==> config.mk <==
export PLATFORM = sky130hd
export DESIGN_NAME = puf_challenge_sequencer_flat
export DESIGN_NICKNAME = d
export VERILOG_FILES = /design/src/rtl/puf_challenge_sequencer_pkg.sv /design/src/rtl/puf_challenge_sequencer_if.sv /design/src/rtl/puf_challenge_sequencer_lfsr.sv /design/src/rtl/puf_challenge_sequencer.sv /design/src/flat_wrapper.sv
export SDC_FILE = /design/constraint.sdc
export NUM_CORES = 1
export LEC_CHECK = 0
export CORE_MARGIN = 2
export CORE_UTILIZATION = 51
export DETAILED_ROUTE_END_ITERATION = 6
export HOLD_SLACK_MARGIN = 0.06
export PLACE_DENSITY = 0.78
export SYNTH_ARGS = -nofsm -noshare
export SYNTH_HDL_FRONTEND = slang
export SYNTH_SLANG_ARGS = --single-unit
==> constraint.sdc <==
create_clock -name clk -period 1.9 [get_ports clk]
set_input_delay 0.285 -clock clk [delete_from_list [all_inputs] [get_ports clk]]
set_output_delay 0.285 -clock clk [all_outputs]
set_load 0.01 [all_outputs]
==> src/rtl/puf_challenge_sequencer_pkg.sv <==
// Shared types and constants for the arbiter-PUF challenge sequencer.
// Holds the FSM state encoding, the LFSR feedback taps and the seed constants.
package puf_pkg;

    typedef enum logic [2:0] {
        ST_IDLE,
        ST_CLEAR,
        ST_LAUNCH,
        ST_SAMPLE,
        ST_RELAX
    } state_t;

    localparam logic [7:0] LFSR_TAPS     = 8'hB8;
    localparam logic [7:0] DEFAULT_SEED  = 8'hA5;
    localparam logic [7:0] ZERO_SEED_SUB = 8'h01;

    // Fibonacci step: taps B8 select bits 7,5,4,3, feedback enters at the LSB.
    function automatic logic [7:0] lfsr_step(input logic [7:0] c);
        return {c[6:0], ^(c & LFSR_TAPS)};
    endfunction

endpackage

==> src/rtl/puf_challenge_sequencer_if.sv <==
// Control/readout bus between the PUF sequencer and its host.
// The master modport is the host side; the slave modport is the sequencer.
interface puf_challenge_sequencer_if #(
    parameter int N_BITS = 16
);
    localparam int CNT_W = $clog2(N_BITS + 1);

    logic              start;
    logic              seed_load;
    logic [7:0]        seed;
    logic              busy;
    logic              done;
    logic [N_BITS-1:0] resp_word;
    logic [CNT_W-1:0]  unstable_cnt;

    modport master (
        output start, seed_load, seed,
        input  busy, done, resp_word, unstable_cnt
    );

    modport slave (
        input  start, seed_load, seed,
        output busy, done, resp_word, unstable_cnt
    );

endinterface

==> src/rtl/puf_challenge_sequencer_lfsr.sv <==
// 8-bit Fibonacci LFSR that produces the PUF challenge.
// An all-zero load would lock the register, so it is replaced by a non-zero value.
module puf_lfsr8
    import puf_pkg::*;
#(
    parameter logic [7:0] SEED = DEFAULT_SEED
) (
    input  logic       clk,
    input  logic       rst,
    input  logic       load,
    input  logic [7:0] load_val,
    input  logic       advance,
    output logic [7:0] state
);

    always_ff @(posedge clk or posedge rst) begin
        if (rst) begin
            state <= SEED;
        end else if (load) begin
            state <= (load_val == 8'h00) ? ZERO_SEED_SUB : load_val;
        end else if (advance) begin
            state <= lfsr_step(state);
        end
    end

endmodule

==> src/rtl/puf_challenge_sequencer.sv <==
// Sequences challenge/launch/clear for an arbiter PUF, synchronizes its response,
// majority-votes repeated races per challenge and packs the voted bits into a word.
module puf_challenge_sequencer
    import puf_pkg::*;
#(
    parameter int         N_BITS     = 16,
    parameter int         VOTE       = 5,
    parameter int         SETTLE_CYC = 8,
    parameter logic [7:0] LFSR_SEED  = DEFAULT_SEED
) (
    input  logic                       clk,
    input  logic                       rst,
    puf_challenge_sequencer_if.slave   ctrl,
    input  logic                       resp,
    output logic [7:0]                 ch,
    output logic                       mux_in,
    output logic                       puf_rst
);

    localparam int CNT_W  = $clog2(N_BITS + 1);
    localparam int SET_W  = $clog2(SETTLE_CYC);
    localparam int VOTE_W = $clog2(VOTE + 1);
    localparam int BIT_W  = (N_BITS > 1) ? $clog2(N_BITS) : 1;

    state_t             state;
    state_t             next_state;
    logic [SET_W-1:0]   set_cnt;
    logic [VOTE_W-1:0]  race_cnt;
    logic [VOTE_W-1:0]  ones_cnt;
    logic [BIT_W-1:0]   bit_cnt;
    logic               sync1;
    logic               sync2;
    logic               start_pend;
    logic               busy_q;
    logic               done_q;
    logic [N_BITS-1:0]  resp_word_q;
    logic [CNT_W-1:0]   unstable_q;
    logic               mux_q;
    logic               puf_rst_q;

    logic set_last;
    logic race_last;
    logic bit_last;
    logic chal_end;
    logic run_end;
    logic vote_bit;
    logic split_vote;
    logic idle_free;
    logic accept;
    logic lfsr_load;

    assign set_last   = (set_cnt == SET_W'(SETTLE_CYC - 1));
    assign race_last  = (race_cnt == VOTE_W'(VOTE - 1));
    assign bit_last   = (bit_cnt == BIT_W'(N_BITS - 1));
    assign chal_end   = (state == ST_RELAX) && set_last && race_last;
    assign run_end    = chal_end && bit_last;
    assign vote_bit   = (ones_cnt > VOTE_W'(VOTE / 2));
    assign split_vote = (ones_cnt != '0) && (ones_cnt != VOTE_W'(VOTE));
    // A start is held for one cycle before the run begins; the LFSR is frozen meanwhile.
    assign idle_free  = (state == ST_IDLE) && !start_pend;
    assign accept     = idle_free && ctrl.start;
    assign lfsr_load  = idle_free && ctrl.seed_load;

    puf_lfsr8 #(
        .SEED (LFSR_SEED)
    ) u_lfsr (
        .clk      (clk),
        .rst      (rst),
        .load     (lfsr_load),
        .load_val (ctrl.seed),
        .advance  (chal_end),
        .state    (ch)
    );

    always_ff @(posedge clk or posedge rst) begin
        if (rst) begin
            state <= ST_IDLE;
        end else begin
            state <= next_state;
        end
    end

    always_comb begin
        next_state = state;
        case (state)
            ST_IDLE:   if (start_pend) next_state = ST_CLEAR;
            ST_CLEAR:  next_state = ST_LAUNCH;
            ST_LAUNCH: if (set_last) next_state = ST_SAMPLE;
            ST_SAMPLE: next_state = ST_RELAX;
            ST_RELAX:  if (set_last) next_state = run_end ? ST_IDLE : ST_CLEAR;
            default:   next_state = ST_IDLE;
        endcase
    end

    always_ff @(posedge clk or posedge rst) begin
        if (rst) begin
            sync1 <= 1'b0;
            sync2 <= 1'b0;
        end else begin
            sync1 <= resp;
            sync2 <= sync1;
        end
    end

    // All counters return to zero at the end of a run, so IDLE needs no extra clearing.
    always_ff @(posedge clk or posedge rst) begin
        if (rst) begin
            set_cnt  <= '0;
            race_cnt <= '0;
            ones_cnt <= '0;
            bit_cnt  <= '0;
        end else begin
            if ((state == ST_LAUNCH || state == ST_RELAX) && !set_last) begin
                set_cnt <= set_cnt + 1'b1;
            end else begin
                set_cnt <= '0;
            end
            if (state == ST_SAMPLE) begin
                ones_cnt <= ones_cnt + VOTE_W'(sync2);
            end
            if (state == ST_RELAX && set_last) begin
                if (race_last) begin
                    race_cnt <= '0;
                    ones_cnt <= '0;
                    bit_cnt  <= bit_last ? '0 : bit_cnt + 1'b1;
                end else begin
                    race_cnt <= race_cnt + 1'b1;
                end
            end
        end
    end

    // mux_in follows LAUNCH one cycle late so the launch edge always trails the clear release.
    always_ff @(posedge clk or posedge rst) begin
        if (rst) begin
            start_pend  <= 1'b0;
            busy_q      <= 1'b0;
            done_q      <= 1'b0;
            resp_word_q <= '0;
            unstable_q  <= '0;
            mux_q       <= 1'b0;
            puf_rst_q   <= 1'b1;
        end else begin
            start_pend <= accept;
            done_q     <= run_end;
            mux_q      <= (state == ST_LAUNCH);
            puf_rst_q  <= (next_state == ST_IDLE) || (next_state == ST_CLEAR);
            if (start_pend) begin
                busy_q      <= 1'b1;
                resp_word_q <= '0;
                unstable_q  <= '0;
            end else if (chal_end) begin
                resp_word_q <= (resp_word_q << 1) | N_BITS'(vote_bit);
                unstable_q  <= unstable_q + CNT_W'(split_vote);
                if (bit_last) begin
                    busy_q <= 1'b0;
                end
            end
        end
    end

    assign mux_in            = mux_q;
    assign puf_rst           = puf_rst_q;
    assign ctrl.busy         = busy_q;
    assign ctrl.done         = done_q;
    assign ctrl.resp_word    = resp_word_q;
    assign ctrl.unstable_cnt = unstable_q;

endmodule

==> src/flat_wrapper.sv <==
// flat-port wrapper written by rule: the top's interface ports become plain ports
module puf_challenge_sequencer_flat import puf_pkg::*;
#(
    parameter int         N_BITS     = 16,
    parameter int         VOTE       = 5,
    parameter int         SETTLE_CYC = 8,
    parameter logic [7:0] LFSR_SEED  = DEFAULT_SEED
)
  (clk, rst, resp, ch, mux_in, puf_rst, ctrl_start, ctrl_seed_load, ctrl_seed, ctrl_busy, ctrl_done, ctrl_resp_word, ctrl_unstable_cnt);
  puf_challenge_sequencer_if #(.N_BITS(N_BITS)) ctrl_i ();
  input  logic clk;
  input  logic rst;
  input  logic resp;
  output logic [7:0] ch;
  output logic mux_in;
  output logic puf_rst;
  input wire logic [$bits(ctrl_i.start)-1:0] ctrl_start;
  input wire logic [$bits(ctrl_i.seed_load)-1:0] ctrl_seed_load;
  input wire logic [$bits(ctrl_i.seed)-1:0] ctrl_seed;
  output wire logic [$bits(ctrl_i.busy)-1:0] ctrl_busy;
  output wire logic [$bits(ctrl_i.done)-1:0] ctrl_done;
  output wire logic [$bits(ctrl_i.resp_word)-1:0] ctrl_resp_word;
  output wire logic [$bits(ctrl_i.unstable_cnt)-1:0] ctrl_unstable_cnt;
  assign ctrl_i.start = ctrl_start;
  assign ctrl_i.seed_load = ctrl_seed_load;
  assign ctrl_i.seed = ctrl_seed;
  assign ctrl_busy = ctrl_i.busy;
  assign ctrl_done = ctrl_i.done;
  assign ctrl_resp_word = ctrl_i.resp_word;
  assign ctrl_unstable_cnt = ctrl_i.unstable_cnt;
  puf_challenge_sequencer #(.N_BITS(N_BITS), .VOTE(VOTE), .SETTLE_CYC(SETTLE_CYC), .LFSR_SEED(LFSR_SEED)) u_core (.clk(clk), .rst(rst), .ctrl(ctrl_i), .resp(resp), .ch(ch), .mux_in(mux_in), .puf_rst(puf_rst));
endmodule
* Word-level counts from Yosys, hierarchy flattened
Index checks and enable logic that the tools add are counted.
** Word-level totals
- Bits in registers :: 52
- Input bits :: 13
- Output and inout port bits :: 33
- Word-level logic and storage cells :: 74
** Cells by class
- Add/sub/neg operators :: 5
- $lt $le $gt $ge :: 1
- Eq/ne operators :: 9
- Mux-type cells :: 21
- Bitwise operators :: 1
- Reduce and logical (&&, ||, !) cells :: 22
** Operators by type and width (number)
- 2-to-1 mux 16 bit :: 2
- 2-to-1 mux 3 bit :: 8
- 2-to-1 mux 8 bit :: 3
- bitwise OR 16 x 1 -> 16 bit :: 1
- case mux 3 bit (5 select lines) :: 1
- 2-to-1 mux 5 bit :: 2
- equality test 3 bit, second input constant :: 3
- logical AND 1 bit :: 8
- logical NOT 8 bit :: 1
- parity 8 bit :: 1
- adder 3 x 1 -> 3 bit, second input constant :: 2
- equality test 3 x 1 -> 1 bit, second input constant :: 2
- equality test 3 x 2 -> 1 bit, second input constant :: 2
- logical NOT 3 bit :: 2
- nonzero test 2 bit :: 3
- adder 5 x 1 -> 5 bit :: 1
- adder 4 x 1 -> 4 bit, second input constant :: 1
- equality test 4 bit, second input constant :: 1
- 2-to-1 mux 1 bit :: 4
- 2-to-1 mux 4 bit :: 1
- AND reduction 2 bit :: 2
- adder 3 x 1 -> 3 bit :: 1
- > comparator 3 x 2 -> 1 bit, second input constant :: 1
- != test 3 bit, second input constant :: 1
- other kinds (3) :: 5

* Logic depth before layout (Yosys ltp)
- Word-level depth :: 9
- Depth in mapped cells :: 9
- Gate-level depth less buffers :: 8

* Cells and area by module
Synthesis repeated with hierarchy kept, for this count alone.
** Second synthesis, totals
- Cells, all modules :: 235
- Area, all modules :: 2493.6 sq um
** Modules (own cells, without submodules)
- puf_challenge_sequencer :: times used 1, cells each 194, area each 2082.0 sq um, seq. area each 1102.3 sq um
- puf_lfsr8 :: times used 1, cells each 41, area each 411.6 sq um, seq. area each 205.2 sq um

* Worst setup path before layout
No wires, ideal clock.
- Path type :: flip-flop to flip-flop
- Start point :: register u_core.set_cnt[0]
- End point :: register u_core.u_lfsr.state[1]
- Library setup time :: 0.123 ns
- Data arrival time :: 1.634 ns
- Data required time :: 1.777 ns
- Slack :: 0.143 ns
- Stages on the path, launching flop included :: 9
- Buffers on the path :: 2
- Period minus slack after synthesis :: 1.757 ns
- Path through :: dfrtp_1 -> ha_1 -> ha_1 -> and4bb_2 -> and2_1 -> buf_4 -> buf_6 -> mux2i_1 -> o21ai_1
** On the way
- Longest elaborated chain between the ends :: 4
** Ends and longest elaborated chain
- start, declared :: RTL line puf_challenge_sequencer.sv:27 : logic [SET_W-1:0] set_cnt;
- start signal, assigned :: RTL line puf_challenge_sequencer.sv:114 : set_cnt <= set_cnt + 1'b1;
- equality test 3 bit :: RTL line puf_challenge_sequencer.sv:52 : assign set_last = (set_cnt == SET_W'(SETTLE_CYC - 1));
- logical AND 1 bit (2 in a row) :: RTL line puf_challenge_sequencer.sv:55 : assign chal_end = (state == ST_RELAX) && set_last && race_last;
- nonzero test 2 bit (no source line)
- end signal, assigned :: RTL line puf_challenge_sequencer_lfsr.sv:20 : state <= (load_val == 8'h00) ? ZERO_SEED_SUB : load_val;
- end signal, assigned :: RTL line puf_challenge_sequencer_lfsr.sv:22 : state <= lfsr_step(state);
- end, declared :: RTL line puf_challenge_sequencer_lfsr.sv:13 : output logic [7:0] state
Every way passes these cells.
A chain may end at the register's enable or synchronous reset.

* Final worst setup path
- Start point :: register u_core.set_cnt[0]
- End point :: register u_core.u_lfsr.state[4]
The elaborated chain is that of the path after synthesis.

==> summary.md <==
| Metric | Value |
|---|---|
| Status | finished clean |
| Pins Over Slew Limit | 0 |
| Total track usage | 18.28% |
| Clock Tree Buf Depth | 2 |
| Clock skew | 0.008032 ns |
| Antenna diodes | 0 |
| Most frequent cells in the layout | 53 x nand2_1, 47 x dfrtp_1, 45 x clkdlybuf4s50_1 |
| Syn_nets | 257 |
| Max Clock Freq | 0.5655 GHz |
| Area Overhead vs Synth | 27.69% |
| Sequential element share of the synthesized area | 55.76% |
| Cell area after placement | 2875 µm² |
| Post-CTS Setup Bufs | 0 |
| Clock transition at path regs | 0.09 ns |
| 1st-pass router iterations | 4 |
| Die W | 71.81 µm |
| Sw Ratio | 31.71% |
| Final setup fails | 0 |
| Dominant synthesized flop cell | dfrtp_1 |
| R2R setup slack | 0.13 ns |
| Crit start category | flip-flop |
| Synth cell types | 30 |
| RD Place Congestion | 0.7029 |
| Unrepaired setup endpoints after global routing | no |
| Net Sw Power | 1.042 mW |
| Hold Violations, Final | 0 |
| DR iter-0 viols | 115 |
| Layout cells sized above 1 | 9.220% |
| CTS buffer count | 5 |
| Cts hold-fix bufs | 0 |
| Sequential share of power | 46.6% |
| Crit end category | flip-flop |
| Slew @ Worst Pin | 0.3455 ns |
| Place WS | 0.09498 ns |
| Syn avg cell area | 9.978 µm² |
| Combinational Power Share | 30.4% |
| Top-area cell type share of the netlist area | 50.16% |
| Vias per cell | 5.222 |
| Final setup margin | 0.1316 ns |
| Max Cap Viol | 0 |
| Cell count after synthesis | 235 |
| Crit Path Category | flip-flop to flip-flop |
| Sink Count | 52 |
| Ports | 46 |
| Global-route wire length before repair | 7.383 mm |
| Worst hold path type | primary input to asynchronous set/reset pin |
| Max H-tree Level | 2 |
| R2r startpoint | u_core.set_cnt[0] |
| Drc violations | 0 |
| Top cells by area, synth | dfrtp_1 50%, nand2_1 8.5%, dfstp_2 5.6% |
| Largest net degree at the start of global routing | 41 |
| Fill cells | 350 |
| Post-synthesis register bit count | 52 |
| Critical R2R Capture | u_core.u_lfsr.state[4] |
| Hold slack | 0.2331 ns |
| Dpl hpwl | 3.075 mm |
| Routed WL | 4.421 mm |
| Clock root cell | clkbuf_8 |
| CP max FO | 9 |
| Commonest non-fill, non-tap cell in the layout | nand2_1 |
| Core footprint | 4384 µm² |
| Power Internal | 2.244 mW |
| CTS tree | yes |
| Peak VDD IR | 671.3 µV |
| Power Density | 1097 nW/µm² |
| Post-route cell area | 2994 µm² |
| Skew-Pair Late Insertion Delay | 0.31 ns |
| Synthesis warning total | 0 |
| TNS Setup | 0 ns |
| Reg2reg path depth | 7 |
| Die Span Y | 71.81 µm |
| Worst EP arrival | 1.96 ns |
| Relative slew slack | 76.75% |
| GRT overflow | 0 |
| Die area | 5156 µm² |
| Layout Nets | 303 |
| Initial Util | 53.48% |
| Power share of the clock group | 23.0% |
| FP Rows | 24 |
| Synthesized area | 2345 µm² |
| Pleak | 1.323 nW |
| Worst EP required | 2.10 ns |
| Routed via count | 1,744 |
| Antenna-violating nets left | 0 |
| Routed WL per cell | 13.24 µm |
| Port bufs | 45 |
| Synth area leader | dfrtp_1 |
| Number of synthesized flops with an enable pin | 0 |
| Final min period | 1.768 ns |
| Initial antenna violation count | 0 |
| Crit share post-route | 93.07% |
| Async SR Flop Fraction | 100.0% |
| Vias in the first global route | 1,680 |
power groups by stage:
| stage | logic, mW | clock network [mW] | registers [mW] |
|---|---|---|---|
| finish | 1.00 | 0.755 | 1.53 |
| global route | 1.11 | 0.822 | 1.56 |
| CTS | 1.01 | 0.771 | 1.53 |
| detailed placement | 1.00 | 0 | 1.55 |
| global placement | 0.967 | 0 | 1.54 |
| floorplan | 0.622 | 0 | 1.53 |
through the flow:
stage	instances	utilization (%)	total power, mW
3_3_place_gp	326	65.58	2.509
6_report	334	68.29	3.286
5_1_grt	334	68.29	3.493
3_5_place_dp	326	65.58	2.548
2_1_floorplan	235	-	2.151
4_1_cts	334	68.12	3.316
cells in the mapped netlist, types with 2 or more instances:
cell / instances
a21oi_1: 18
nor2_1: 13
nand3b_1: 2
mux2i_1: 11
nand4_1: 2
and3_1: 2
clkbuf_1: 5
buf_2: 8
dfstp_2: 5
nor3_1: 3
dfrtp_1: 47
nand3_1: 5
xor2_1: 4
xnor2_1: 7
ha_1: 9
o21ai_1: 11
and2_1: 7
nand2_1: 53
inv_1: 6
o21ai_0: 5
nor4_1: 3
timing repair:
item / in CTS / in global routing
gates resized for setup: 0 / 3
setup endpoints to repair: 0 / 3
hold endpoints to repair: 0 / 0
final cells by class:
class / count / area, µm² / area share, %
timing repair buffer: 54 / 546.8 / 18.26
sequential: 52 / 1308 / 43.67
tap: 52 / 65.06 / 2.173
multi-input combinational: 162 / 940.9 / 31.42
inverter: 6 / 22.52 / 0.7522
clock inverter: 3 / 42.54 / 1.421
clock buffer: 5 / 68.82 / 2.298
worst max path at each step:
stage                      startpoint                endpoint  slack [ns]
finish              u_core.set_cnt[0]  u_core.u_lfsr.state[4]        0.13
global route        u_core.set_cnt[0]         u_core.state[0]        0.05
CTS                 u_core.set_cnt[0]  u_core.u_lfsr.state[4]        0.07
detailed placement  u_core.set_cnt[0]  u_core.u_lfsr.state[4]        0.09
global placement    u_core.set_cnt[0]  u_core.u_lfsr.state[1]        0.17
floorplan           u_core.set_cnt[0]  u_core.u_lfsr.state[1]        0.14
cells by family after synthesis:
logic type      after synthesis  synth area share (%)
flops                        52                 55.76
xor+xnor                     11                 4.109
simple gates                 93                 17.77
compound gates               38                 8.592
mux                          11                 4.696
fa+ha+maj                     9                 4.803
buf+inv                      21                 4.269
registers in the layout (all words and copies together), names as in the netlist:
| register | count |
|---|---|
| u_core.state | 3 |
| u_core.race_cnt | 3 |
| u_core.ctrl.busy | 1 |
| u_core.sync1 | 1 |
| u_core.bit_cnt | 4 |
| u_core.ctrl.unstable_cnt | 5 |
| u_core.start_pend | 1 |
| u_core.sync2 | 1 |
| u_core.u_lfsr.state | 8 |
| u_core.ones_cnt | 3 |
| u_core.set_cnt | 3 |
| u_core.mux_in | 1 |
| u_core.puf_rst | 1 |
| u_core.ctrl.resp_word | 16 |
| u_core.ctrl.done | 1 |
worst max-delay path, cell delays in order, from the launching register on:
cell	delay (ns)
dfrtp_1	0.36
ha_1	0.16
ha_2	0.22
and4bb_2	0.27
and2_1	0.17
buf_4	0.20
mux2i_1	0.21
o21ai_1	0.08
layer usage:
metal / share of wire [%] / vias to the layer above / track usage, % / routed length (µm)
met4: 1.3 / 0 / 6.289 / 57
li1: - / 866 / - / -
met1: 44 / 821 / 22.53 / 1927
met5: 0 / - / 0 / 0
met3: 4.9 / 7 / 4.360 / 215
met2: 50 / 50 / 31.48 / 2221
(Power assumes the default switching activity.)
